**config.mk**
```make
export PLATFORM = sky130hd
export DESIGN_NAME = ps2_host_tx
export DESIGN_NICKNAME = d
export VERILOG_FILES = /design/src/rtl/ps2_pkg.sv /design/src/rtl/ps2_sync_edge.sv /design/src/rtl/ps2_host_tx.sv
export SDC_FILE = /design/constraint.sdc
export NUM_CORES = 1
export LEC_CHECK = 0
export CORE_MARGIN = 2
export CORE_UTILIZATION = 35
export DETAILED_ROUTE_END_ITERATION = 8
export PLACE_DENSITY_LB_ADDON = 0.15
export SYNTH_ARGS = -nofsm -noshare
export SYNTH_HDL_FRONTEND = slang
export SYNTH_HIERARCHICAL = 1
export SYNTH_SLANG_ARGS = --single-unit
```
**constraint.sdc**
```tcl
create_clock -name clk -period 2.45 [get_ports clk]
set_input_delay 0.245 -clock clk [delete_from_list [all_inputs] [get_ports clk]]
set_output_delay 0.245 -clock clk [all_outputs]
set_load 0.01 [all_outputs]
```
**src/rtl/ps2_pkg.sv**
```systemverilog
// Shared types and helpers for the PS/2 host-to-device transmit path.
//   tx_state_t : transmitter FSM states
//   tx_frame_t : latched command byte plus its odd-parity bit
//   CMD_*      : common keyboard command bytes
//   odd_parity : parity bit that makes the 9-bit data+parity word odd
//   frame_bit  : bit value sent for a given bit index (data, parity, stop)
package ps2_pkg;

    typedef enum logic [2:0] {
        IDLE,
        INHIBIT,
        REQ,
        SEND,
        ACK,
        WAIT_IDLE
    } tx_state_t;

    typedef struct packed {
        logic       parity;
        logic [7:0] data;
    } tx_frame_t;

    localparam logic [7:0] CMD_SET_LED = 8'hED;
    localparam logic [7:0] CMD_RESET   = 8'hFF;
    localparam logic [7:0] CMD_ENABLE  = 8'hF4;

    localparam int unsigned BIT_CNT_W = 4;
    localparam logic [BIT_CNT_W-1:0] PARITY_IDX = BIT_CNT_W'(8);
    localparam logic [BIT_CNT_W-1:0] STOP_IDX   = BIT_CNT_W'(9);

    // Complement of the XOR of the byte: total ones in data+parity is odd.
    function automatic logic odd_parity(input logic [7:0] d);
        return ~(^d);
    endfunction

    // Index 0..7 are data bits LSB first, 8 is parity, 9 and above the stop bit (1).
    function automatic logic frame_bit(input tx_frame_t f, input logic [BIT_CNT_W-1:0] idx);
        logic b;
        if (idx < PARITY_IDX) begin
            b = f.data[idx[2:0]];
        end else if (idx == PARITY_IDX) begin
            b = f.parity;
        end else begin
            b = 1'b1;
        end
        return b;
    endfunction

endpackage

```
**src/rtl/ps2_sync_edge.sv**
```systemverilog
// Multi-stage synchroniser for one asynchronous PS/2 line, with a
// registered falling-edge flag. Shared by the transmitter and receiver.
//   clk, rst_n : system clock, synchronous active-low reset
//   din        : raw line level (asynchronous)
//   level      : synchronised line level
//   fall       : high for one cycle, in the first cycle level reads 0 after 1
module ps2_sync_edge #(
    parameter int unsigned SYNC_STAGES = 2
) (
    input  logic clk,
    input  logic rst_n,
    input  logic din,
    output logic level,
    output logic fall
);

    // sync_q[0] is the newest sample; SYNC_STAGES must be at least 2.
    logic [SYNC_STAGES-1:0] sync_q;
    logic                   fall_q;

    // Idle PS/2 lines are pulled high, so the chain resets to 1.
    always_ff @(posedge clk) begin
        if (!rst_n) begin
            sync_q <= '1;
            fall_q <= 1'b0;
        end else begin
            sync_q <= {sync_q[SYNC_STAGES-2:0], din};
            // Looks one stage ahead so the flag lines up with level dropping.
            fall_q <= sync_q[SYNC_STAGES-1] & ~sync_q[SYNC_STAGES-2];
        end
    end

    assign level = sync_q[SYNC_STAGES-1];
    assign fall  = fall_q;

endmodule

```
**src/rtl/ps2_host_tx.sv**
```systemverilog
// PS/2 host-to-device transmitter: sends one command byte to the keyboard
// with the device-generated clock and reports ACK, no-ACK or timeout.
//   clk, rst_n       : system clock, synchronous active-low reset
//   tx_data/tx_valid : command byte and send request
//   tx_ready         : idle and able to accept a byte
//   ps2_clk_in       : raw PS/2 clock line (asynchronous)
//   ps2_data_in      : raw PS/2 data line (asynchronous)
//   ps2_clk_oe       : 1 pulls the clock line low
//   ps2_data_oe      : 1 pulls the data line low
//   done             : one-cycle pulse on ACKed completion
//   err, err_timeout : one-cycle error pulse; err_timeout 1 = timeout, 0 = no-ACK
module ps2_host_tx
    import ps2_pkg::*;
#(
    parameter int unsigned INHIBIT_CYCLES = 5000,
    parameter int unsigned TIMEOUT_CYCLES = 1000000,
    parameter int unsigned SYNC_STAGES    = 2
) (
    input  logic       clk,
    input  logic       rst_n,
    input  logic [7:0] tx_data,
    input  logic       tx_valid,
    output logic       tx_ready,
    input  logic       ps2_clk_in,
    input  logic       ps2_data_in,
    output logic       ps2_clk_oe,
    output logic       ps2_data_oe,
    output logic       done,
    output logic       err,
    output logic       err_timeout
);

    localparam int unsigned INH_W = $clog2(INHIBIT_CYCLES + 1);
    localparam int unsigned TO_W  = $clog2(TIMEOUT_CYCLES);

    localparam logic [INH_W-1:0] INH_LAST = INH_W'(INHIBIT_CYCLES - 1);
    localparam logic [TO_W-1:0]  TO_LAST  = TO_W'(TIMEOUT_CYCLES - 1);

    tx_state_t              state_q,   state_d;
    tx_frame_t              frame_q,   frame_d;
    logic [INH_W-1:0]       inh_cnt_q, inh_cnt_d;
    logic [TO_W-1:0]        to_cnt_q,  to_cnt_d;
    logic [BIT_CNT_W-1:0]   bit_cnt_q, bit_cnt_d;
    logic                   clk_oe_q,  clk_oe_d;
    logic                   data_oe_q, data_oe_d;
    logic                   ready_q,   ready_d;
    logic                   done_q,    done_d;
    logic                   err_q,     err_d;
    logic                   err_to_q,  err_to_d;

    logic clk_level;
    logic clk_fall;
    logic data_level;
    logic data_fall_unused;
    logic to_hit;

    // Line synchronisers; only the clock line's edge flag is needed here.
    ps2_sync_edge #(
        .SYNC_STAGES (SYNC_STAGES)
    ) u_clk_sync (
        .clk   (clk),
        .rst_n (rst_n),
        .din   (ps2_clk_in),
        .level (clk_level),
        .fall  (clk_fall)
    );

    ps2_sync_edge #(
        .SYNC_STAGES (SYNC_STAGES)
    ) u_data_sync (
        .clk   (clk),
        .rst_n (rst_n),
        .din   (ps2_data_in),
        .level (data_level),
        .fall  (data_fall_unused)
    );

    assign to_hit = (to_cnt_q == TO_LAST);

    // State, counters and all outputs are registered together.
    always_ff @(posedge clk) begin
        if (!rst_n) begin
            state_q   <= IDLE;
            frame_q   <= '0;
            inh_cnt_q <= '0;
            to_cnt_q  <= '0;
            bit_cnt_q <= '0;
            clk_oe_q  <= 1'b0;
            data_oe_q <= 1'b0;
            ready_q   <= 1'b1;
            done_q    <= 1'b0;
            err_q     <= 1'b0;
            err_to_q  <= 1'b0;
        end else begin
            state_q   <= state_d;
            frame_q   <= frame_d;
            inh_cnt_q <= inh_cnt_d;
            to_cnt_q  <= to_cnt_d;
            bit_cnt_q <= bit_cnt_d;
            clk_oe_q  <= clk_oe_d;
            data_oe_q <= data_oe_d;
            ready_q   <= ready_d;
            done_q    <= done_d;
            err_q     <= err_d;
            err_to_q  <= err_to_d;
        end
    end

    // Next-state and next-output logic.
    always_comb begin
        state_d   = state_q;
        frame_d   = frame_q;
        inh_cnt_d = inh_cnt_q;
        to_cnt_d  = to_cnt_q;
        bit_cnt_d = bit_cnt_q;
        clk_oe_d  = clk_oe_q;
        data_oe_d = data_oe_q;
        ready_d   = 1'b0;
        done_d    = 1'b0;
        err_d     = 1'b0;
        err_to_d  = 1'b0;

        case (state_q)
            IDLE: begin
                clk_oe_d  = 1'b0;
                data_oe_d = 1'b0;
                // ready rises one cycle after entering IDLE, i.e. after the pulse.
                ready_d   = 1'b1;
                if (tx_valid && ready_q) begin
                    frame_d.data   = tx_data;
                    frame_d.parity = odd_parity(tx_data);
                    inh_cnt_d      = '0;
                    clk_oe_d       = 1'b1;
                    ready_d        = 1'b0;
                    state_d        = INHIBIT;
                end
            end

            INHIBIT: begin
                if (inh_cnt_q == INH_LAST) begin
                    // Start bit goes low while the clock is still held.
                    data_oe_d = 1'b1;
                    state_d   = REQ;
                end else begin
                    inh_cnt_d = inh_cnt_q + INH_W'(1);
                end
            end

            REQ: begin
                clk_oe_d  = 1'b0;
                to_cnt_d  = '0;
                bit_cnt_d = '0;
                state_d   = SEND;
            end

            SEND, ACK, WAIT_IDLE: begin
                if (to_hit) begin
                    // Timeout has priority over any edge in the same cycle.
                    clk_oe_d  = 1'b0;
                    data_oe_d = 1'b0;
                    err_d     = 1'b1;
                    err_to_d  = 1'b1;
                    state_d   = IDLE;
                end else begin
                    to_cnt_d = (&to_cnt_q) ? to_cnt_q : to_cnt_q + TO_W'(1);
                    case (state_q)
                        SEND: begin
                            if (clk_fall) begin
                                data_oe_d = ~frame_bit(frame_q, bit_cnt_q);
                                bit_cnt_d = bit_cnt_q + BIT_CNT_W'(1);
                                if (bit_cnt_q == STOP_IDX) begin
                                    state_d = ACK;
                                end
                            end
                        end
                        ACK: begin
                            if (clk_fall) begin
                                if (data_level) begin
                                    err_d   = 1'b1;
                                    state_d = IDLE;
                                end else begin
                                    state_d = WAIT_IDLE;
                                end
                            end
                        end
                        default: begin
                            // Device must release both lines before completion.
                            if (clk_level && data_level) begin
                                done_d  = 1'b1;
                                state_d = IDLE;
                            end
                        end
                    endcase
                end
            end

            default: begin
                clk_oe_d  = 1'b0;
                data_oe_d = 1'b0;
                state_d   = IDLE;
            end
        endcase
    end

    assign tx_ready    = ready_q;
    assign ps2_clk_oe  = clk_oe_q;
    assign ps2_data_oe = data_oe_q;
    assign done        = done_q;
    assign err         = err_q;
    assign err_timeout = err_to_q;

endmodule

```
Word-level counts from Yosys, hierarchy flattened
Index checks and enable logic that the tools add are counted.
Storage, ports and cells
  flip-flop bits (word level): 60
  input bits: 13
  output and inout bits: 6
  word-level logic and storage cells: 112
Cells by class
  $add $sub $neg: 3
  magnitude comparators: 2
  equality and inequality tests: 23
  multiplexer cells: 44
  bitwise logic cells: 8
  reductions and logical operators: 17
Operators with widths (number)
  $mux 20: 2
  $pmux 20 s2: 1
  $mux 13: 2
  $pmux 13 s2: 1
  $mux 3: 8
  $mux 1: 21
  $add 20x1->20 const B: 1
  $eq 20x20->1 const B: 1
  $reduce_and 20->1: 1
  $ne 2x2->1 const B: 7
  $add 13x1->13 const B: 1
  $eq 13x13->1 const B: 1
  $mux 4: 3
  $pmux 3 s4: 1
  $eq 4x4->1 const B: 2
  $ne 4x3->1 const B: 2
  $pmux 4 s2: 1
  $reduce_and 4->1: 2
  $reduce_xor 8->1: 1
  $not 1->1: 7
  $eq 3x2->1 const B: 2
  $eq 3x3->1 const B: 2
  $pmux 1 s3: 2
  $pmux 3 s2: 1
  19 further kinds: 24

Depth between registers and ports, before layout
  word-level depth: 12
  gate-level depth with buffers: 9

By module
Netlist, hierarchy kept.
By module, submodules not included
  ps2_host_tx: times used 1, cells an instance 344, area an instance 2839.0 sq um, seq. area each 1101.1 sq um
  ps2_sync_edge: times used 2, cells an instance 6, area an instance 81.3 sq um, seq. area each 60.1 sq um

Least setup slack after synthesis
OpenSTA, ideal clock, no wires.
  path type: reg-to-reg
  start point: register to_cnt_q[0]
  end point: register to_cnt_q[7]
  library setup time: 0.132 ns
  data arrival time: 1.970 ns
  path slack: 0.348 ns
  stages on the path, launching flop included: 10
  buffers on the path: 2
  cell sequence: dfxtp_1 > ha_1 > nand3_1 > or3_1 > clkbuf_1 > a211oi_1 > o22a_1 > buf_2 > or3_1 > a21oi_1
Between the ends
  cells in the longest elaborated chain, start to end: 4
  elaborated cells between the ends (all ways): 9
  classes of those cells: add/sub: 1; eq/ne: 3; mux: 3; reduce/logical: 2
RTL lines
  from (decl): RTL line ps2_host_tx.sv:42  | logic [TO_W-1:0] to_cnt_q, to_cnt_d;
  from (signal assigned): RTL line ps2_host_tx.sv:98  | to_cnt_q <= to_cnt_d;
  $add 20x1->20: RTL line ps2_host_tx.sv:165  | to_cnt_d = (&to_cnt_q) ? to_cnt_q : to_cnt_q + TO_W'(1);
  $mux 20: RTL line ps2_host_tx.sv:165
  $mux 20: RTL line ps2_host_tx.sv:157  | if (to_hit) begin
  $pmux 20 s2: RTL line ps2_host_tx.sv:123  | case (state_q)
Several ways; a longest one is shown, not always the timed one. The select of a mux whose other input is x is not followed.
A chain may end at the register's enable or synchronous reset.

Worst setup path after layout
  start point: register inh_cnt_q[3]
  end point: register inh_cnt_q[6]
Between the ends
  cells in the longest elaborated chain, start to end: 3
  elaborated cells between the ends (all ways): 6
  classes of those cells: add/sub: 1; eq/ne: 2; mux: 2; reduce/logical: 1
RTL lines
  from (decl): RTL line ps2_host_tx.sv:41  | logic [INH_W-1:0] inh_cnt_q, inh_cnt_d;
  from (signal assigned): RTL line ps2_host_tx.sv:97  | inh_cnt_q <= inh_cnt_d;
  $add 13x1->13 / $eq 13x13->1 (equally long branches): RTL line ps2_host_tx.sv:145, ps2_host_tx.sv:140
  $mux 13 / $ne 2x2->1 (equally long branches)
  $pmux 13 s2 / $reduce_and 3->1 (equally long branches)
Several ways; a longest one is shown, not always the timed one. The select of a mux whose other input is x is not followed.

==> flow_metrics.py <==
metrics = {
    "routing": {
        "vias_per_cell": 5.27,
        "drt_iter0_markers": 95,
        "dr_wl_met2_um": 2890,
        "ant_nets": 0,
        "wl_met1_um": 3280,
        "met3WireLength_um": 173,
        "first_pass_iters": 4,
        "drcViolationCount": 0,
        "vias": 2571,
        "top_layer": "met4",
        "drt_wl_total_um": 6430,
        "wl_per_cell_um": 13.2,
    },
    "final_layout": {
        "fin_nets": 396,
        "area_growth_pct": 18.7,
        "register_area_mm2": 0.00120,
        "diodes": 0,
        "layout.cells.non_filler": 488,
        "final_core_util_pct": 43.0,
        "fillerInstances": 842,
        "multi_input_area_mm2": 0.00168,
        "layout-drive-gt1-share_pct": 9.14,
    },
    "setup_path": {
        "r2r_setup_slack_ns": 0.21,
        "crit_path_max_fanout": 9,
        "r2r_start": "inh_cnt_q[3]$_SDFFE_PN0P_",
        "cp.required_ns": 2.66,
        "worst-setup-path-type": "reg2reg",
        "reg2regPathDepth": 6,
        "start_kind": "flip-flop",
        "cp-end-kind": "flip-flop",
        "arrival_ns": 2.45,
        "r2r_end": "inh_cnt_q[6]$_SDFFE_PN0P_",
    },
    "pwr": {
        "p_leak_uw": 0.00111,
        "ir_drop_mv": 0.479,
        "power_density_mw_per_mm2": 815,
    },
    "clocking": {
        "post_cts_buffers": 0,
        "cts_sinks": 60,
        "cts_buffers": 9,
        "clk_pin_slew_ns": 0.07,
        "clk_latency_ns": 0.34,
        "cts_tree": "yes",
        "clockBufferDepth": 2,
        "ctsHoldBuffers": 0,
        "post_cts_resized": 0,
        "cts_root_buffer": "clkbuf_8",
        "cts_htree_levels": 3,
    },
    "sta": {
        "max_freq_mhz": 446,
        "drv_slew": 0,
        "fin_crit_ns": 2.24,
        "worst_hold_slack_ns": 0.417,
        "setup_viol": 0,
        "finalSetupTns_ns": 0,
        "hold_viol": 0,
        "clock_skew_ns": 0.00997,
        "min_period_over_period_pct": 91.4,
        "tightest_slew_ns": 0.395,
        "relSlewSlack_pct": 73.0,
        "rsz0062_at_grt": "false",
    },
    "place": {
        "dp_hpwl_um": 4460,
        "placedCellCount": 472,
        "io_buffer_count": 18,
        "routabilityCongestion": 0.761,
    },
    "global_route": {
        "grt_pass1_wl_um": 11300,
        "track_usage_pct": 15.6,
        "grt_pass1_vias": 2436,
        "grt_max_degree": 33,
        "grt_remaining_overflow": 0,
        "antenna_found_initial": 0,
    },
    "logic_synthesis": {
        "syn_inst": 354,
        "synth.avg_cell_area_um2": 8.40,
        "synth_area_mm2": 0.00297,
        "yosysWarnings": 6,
        "synth.net_count": 372,
    },
    "status": {
        "outcome": "finished clean",
    },
    "floorplanning": {
        "core_area_mm2": 0.00822,
        "fp.dieH_um": 96.2,
        "die-area_mm2": 0.00925,
        "die_w_um": 96.2,
        "rows": 33,
        "io_pins": 19,
        "start_util_pct": 36.2,
    },
    "hold_path": {
        "worstHoldPathType": "reg2reg",
        "hold_path_depth": 1,
        "hp-start": "u_data_sync/sync_q[0]$_SDFF_PN1_",
        "worstHoldEndpoint": "u_data_sync/sync_q[1]$_SDFF_PN1_",
    },
    "job": {
        "drv_cap": 0,
    },
}
==> cell type report <==
cell class / instances / area share [%]
Clock buffer: 11 / 4.29
Clock inverter: 5 / 1.70
Inverter: 6 / 0.638
Multi-Input combinational cell: 271 / 47.6
Sequential cell: 60 / 34.0
Tap cell: 105 / 3.72
Timing Repair Buffer: 30 / 8.01
==> worst max-delay path, stage by stage, from the launching register on <==
cell	delay, ns
dfxtp_1	0.35
or4_1	0.52
o41a_1	0.55
o211ai_1	0.37
nor2_1	0.10
xnor2_1	0.16
nor2_1	0.05
==> state kept, by name, summed over array words and instances (netlist names), 2 cells and up <==
signal	count
bit_cnt_q	4
inh_cnt_q	13
u_clk_sync/sync_q	2
state_q	3
to_cnt_q	20
frame_q	9
u_data_sync/sync_q	2
==> worst max path at each step <==
stage                                   start                         end  slack (ns)  cells after the start
floorplan            to_cnt_q[0]$_SDFFE_PN0P_    to_cnt_q[7]$_SDFFE_PN0P_        0.35                      9
global placement    inh_cnt_q[3]$_SDFFE_PN0P_  inh_cnt_q[11]$_SDFFE_PN0P_        0.25                      6
detailed placement   to_cnt_q[0]$_SDFFE_PN0P_   to_cnt_q[11]$_SDFFE_PN0P_        0.19                      8
CTS                  to_cnt_q[0]$_SDFFE_PN0P_   to_cnt_q[17]$_SDFFE_PN0P_        0.18                      8
global route        inh_cnt_q[3]$_SDFFE_PN0P_   inh_cnt_q[6]$_SDFFE_PN0P_        0.01                      6
finish              inh_cnt_q[3]$_SDFFE_PN0P_   inh_cnt_q[6]$_SDFFE_PN0P_        0.21                      6
==> layout by cell type (no fill, tap or decap), drive strengths merged, types with 4 or more instances in the layout <==
master and instances:
a21boi 11, a21oi 28, buf 12, clkbuf 11, clkdlybuf4s50 18, clkinvlp 4, dfxtp 60, ha 5
inv 5, nand2 40, nand2b 9, nand3 15, nand4 7, nor2 25, nor2b 6, nor3 7
o21ai 22, o31ai 4, or3 18, or4 6, xnor2 13, xor2 4
==> power breakdown <==
part	leakage [uW]	switching (uW)	internal, uW	total (uW)
Combinational	0.000533	446	351	797
Sequential	0.000487	81.7	1070	1150
Clock	0.0000938	407	524	932
Total	0.00111	936	1940	2880
==> through the flow <==
| step | setup slack (ns) | area [um2] | total power (uW) |
|---|---|---|---|
| 2_1_floorplan | 0.348 | 2970 | 1680 |
| 3_3_place_gp | 0.251 | 3310 | 1970 |
| 3_5_place_dp | 0.195 | 3310 | 1970 |
| 4_1_cts | 0.184 | 3520 | 2920 |
| 5_1_grt | 0.0106 | 3530 | 3070 |
| 6_report | 0.210 | 3530 | 2880 |
==> routing by layer <==
layer	track usage (%)	vias to the layer above
met4	6.19	0
met5	0	-
met1	20.4	1208
li1	-	1331
met3	4.31	10
met2	24.4	22
No activity file was read; power rests on OpenSTA's default activity.
==> RTL change: new RTL, same settings <==
Change the parameter `INHIBIT_CYCLES` from 5000 to 2500.
--- a/src/rtl/ps2_host_tx.sv
+++ b/src/rtl/ps2_host_tx.sv
@@ -12,7 +12,7 @@
 module ps2_host_tx
     import ps2_pkg::*;
 #(
-    parameter int unsigned INHIBIT_CYCLES = 5000,
+    parameter int unsigned INHIBIT_CYCLES = 2500,
     parameter int unsigned TIMEOUT_CYCLES = 1000000,
     parameter int unsigned SYNC_STAGES    = 2
 ) (
Behaviour: same outputs for any inputs over 10 cycles, from zero or initial values and one cycle with rst_n low; that may be too few to reach the edited logic, so the function may still have changed.
==> RTL change against the unedited design <==
Sequential cell count decreased by 1; final area increased by 2.2%; total power increased by 1.6%; core utilization decreased by 1.2 points; wire length increased by 15%; worst setup slack improved by 0.029 ns; area after synthesis increased by 3.4%; clock power increased by 5.3%; critical endpoint is now state_q[0]$_SDFFE_PN0P_; highest routed layer unchanged.
==> RTL change: results (changes against the unedited design) <==
outcome completed (unchanged); largest net degree at the start of global routing 39 (was 33); number of global-route vias before repair 2550 (was 2436); first-pass GRT wire length 12500 um (was 11300 um); Final clock-cell share 5.97% (was 5.99%); non-clk buf share 7.70% (was 8.01%); GPL Wtd Cong 0.821 (was 0.761); Multi-input gate area 0.00176 sq mm (was 0.00168 sq mm); FF-to-FF setup slack 0.24 ns (was 0.21 ns); register area 0.00118 sq mm (was 0.00120 sq mm); clk_skew 0.0106 ns (was 0.00997 ns); clock buffers 10 (was 11); Worst-Margin Slew 0.534 ns (was 0.395 ns); Initial DRT Pass Iterations 5 (was 4); Non-clk invs 9 (was 6); Setup crit end state_q[0]$_SDFFE_PN0P_ (was inh_cnt_q[6]$_SDFFE_PN0P_); Peak VDD IR 0.366 mV (was 0.479 mV); Non-clk bufs 31 (was 30); nets 416 (was 396); share of cells above drive strength 1 8.96% (was 9.14%); CP Data Arrival Time 2.48 ns (was 2.45 ns); routed vias/inst 5.41 (was 5.27); DRT iter0 DRCs 135 (was 95); area grow syn2layout 17.4% (was 18.7%); cts bufs inserted 9 (unchanged); Largest regs to_cnt_q (20), inh_cnt_q (12), frame_q (9) (was to_cnt_q (20), inh_cnt_q (13), frame_q (9)); die area 0.00955 sq mm (was 0.00925 sq mm); f_max 0.452 GHz (was 0.446 GHz); clock sink count 59 (was 60); filler cell count 871 (was 842); Detailed Route WL 7400 um (was 6430 um); hold_ws 0.407 ns (was 0.417 ns); critical-path maximum fanout 6 (was 9); Leak 1.20 nW (was 1.11 nW); Area after DPL 0.00339 sq mm (was 0.00331 sq mm); Critical path origin to_cnt_q[0]$_SDFFE_PN0P_ (was inh_cnt_q[3]$_SDFFE_PN0P_); multi-input logic cell count 288 (was 271); global router's overall resource usage 16.1% (was 15.6%); HPWL Detailed 5320 um (was 4460 um); syn_nets 392 (was 372); Post-Syn Instances 374 (was 354); Switch Pwr 969 uW (was 936 uW); DP Worst Slack 0.265 ns (was 0.195 ns); hold depth 1 (unchanged)
RTL change: worst max-delay path, cell delays in order, from the launching register on:
cell and delay [ns]:
dfxtp_1 0.41, ha_1 0.29, nand4_2 0.17, or3_1 0.48, o211a_1 0.30, a2111o_1 0.39, a21oi_1 0.12
RTL change: metal layers:
metal / track usage [%] / part of all wire [%] / up-vias
met3: 3.96 / 2.9 / 11
li1: - / - / 1426
met4: 6.20 / 2.0 / 0
met1: 21.3 / 49 / 1284
met5: 0 / 0 / -
met2: 25.5 / 46 / 39
RTL change: power by group through the flow:
stage / Combinational [mW] / Clock [mW] / Sequential, mW
4_1_cts: 0.811 / 1.01 / 1.13
3_3_place_gp: 0.806 / 0 / 1.15
3_5_place_dp: 0.808 / 0 / 1.15
6_report: 0.808 / 0.981 / 1.13
2_1_floorplan: 0.551 / 0 / 1.11
5_1_grt: 0.897 / 1.06 / 1.15
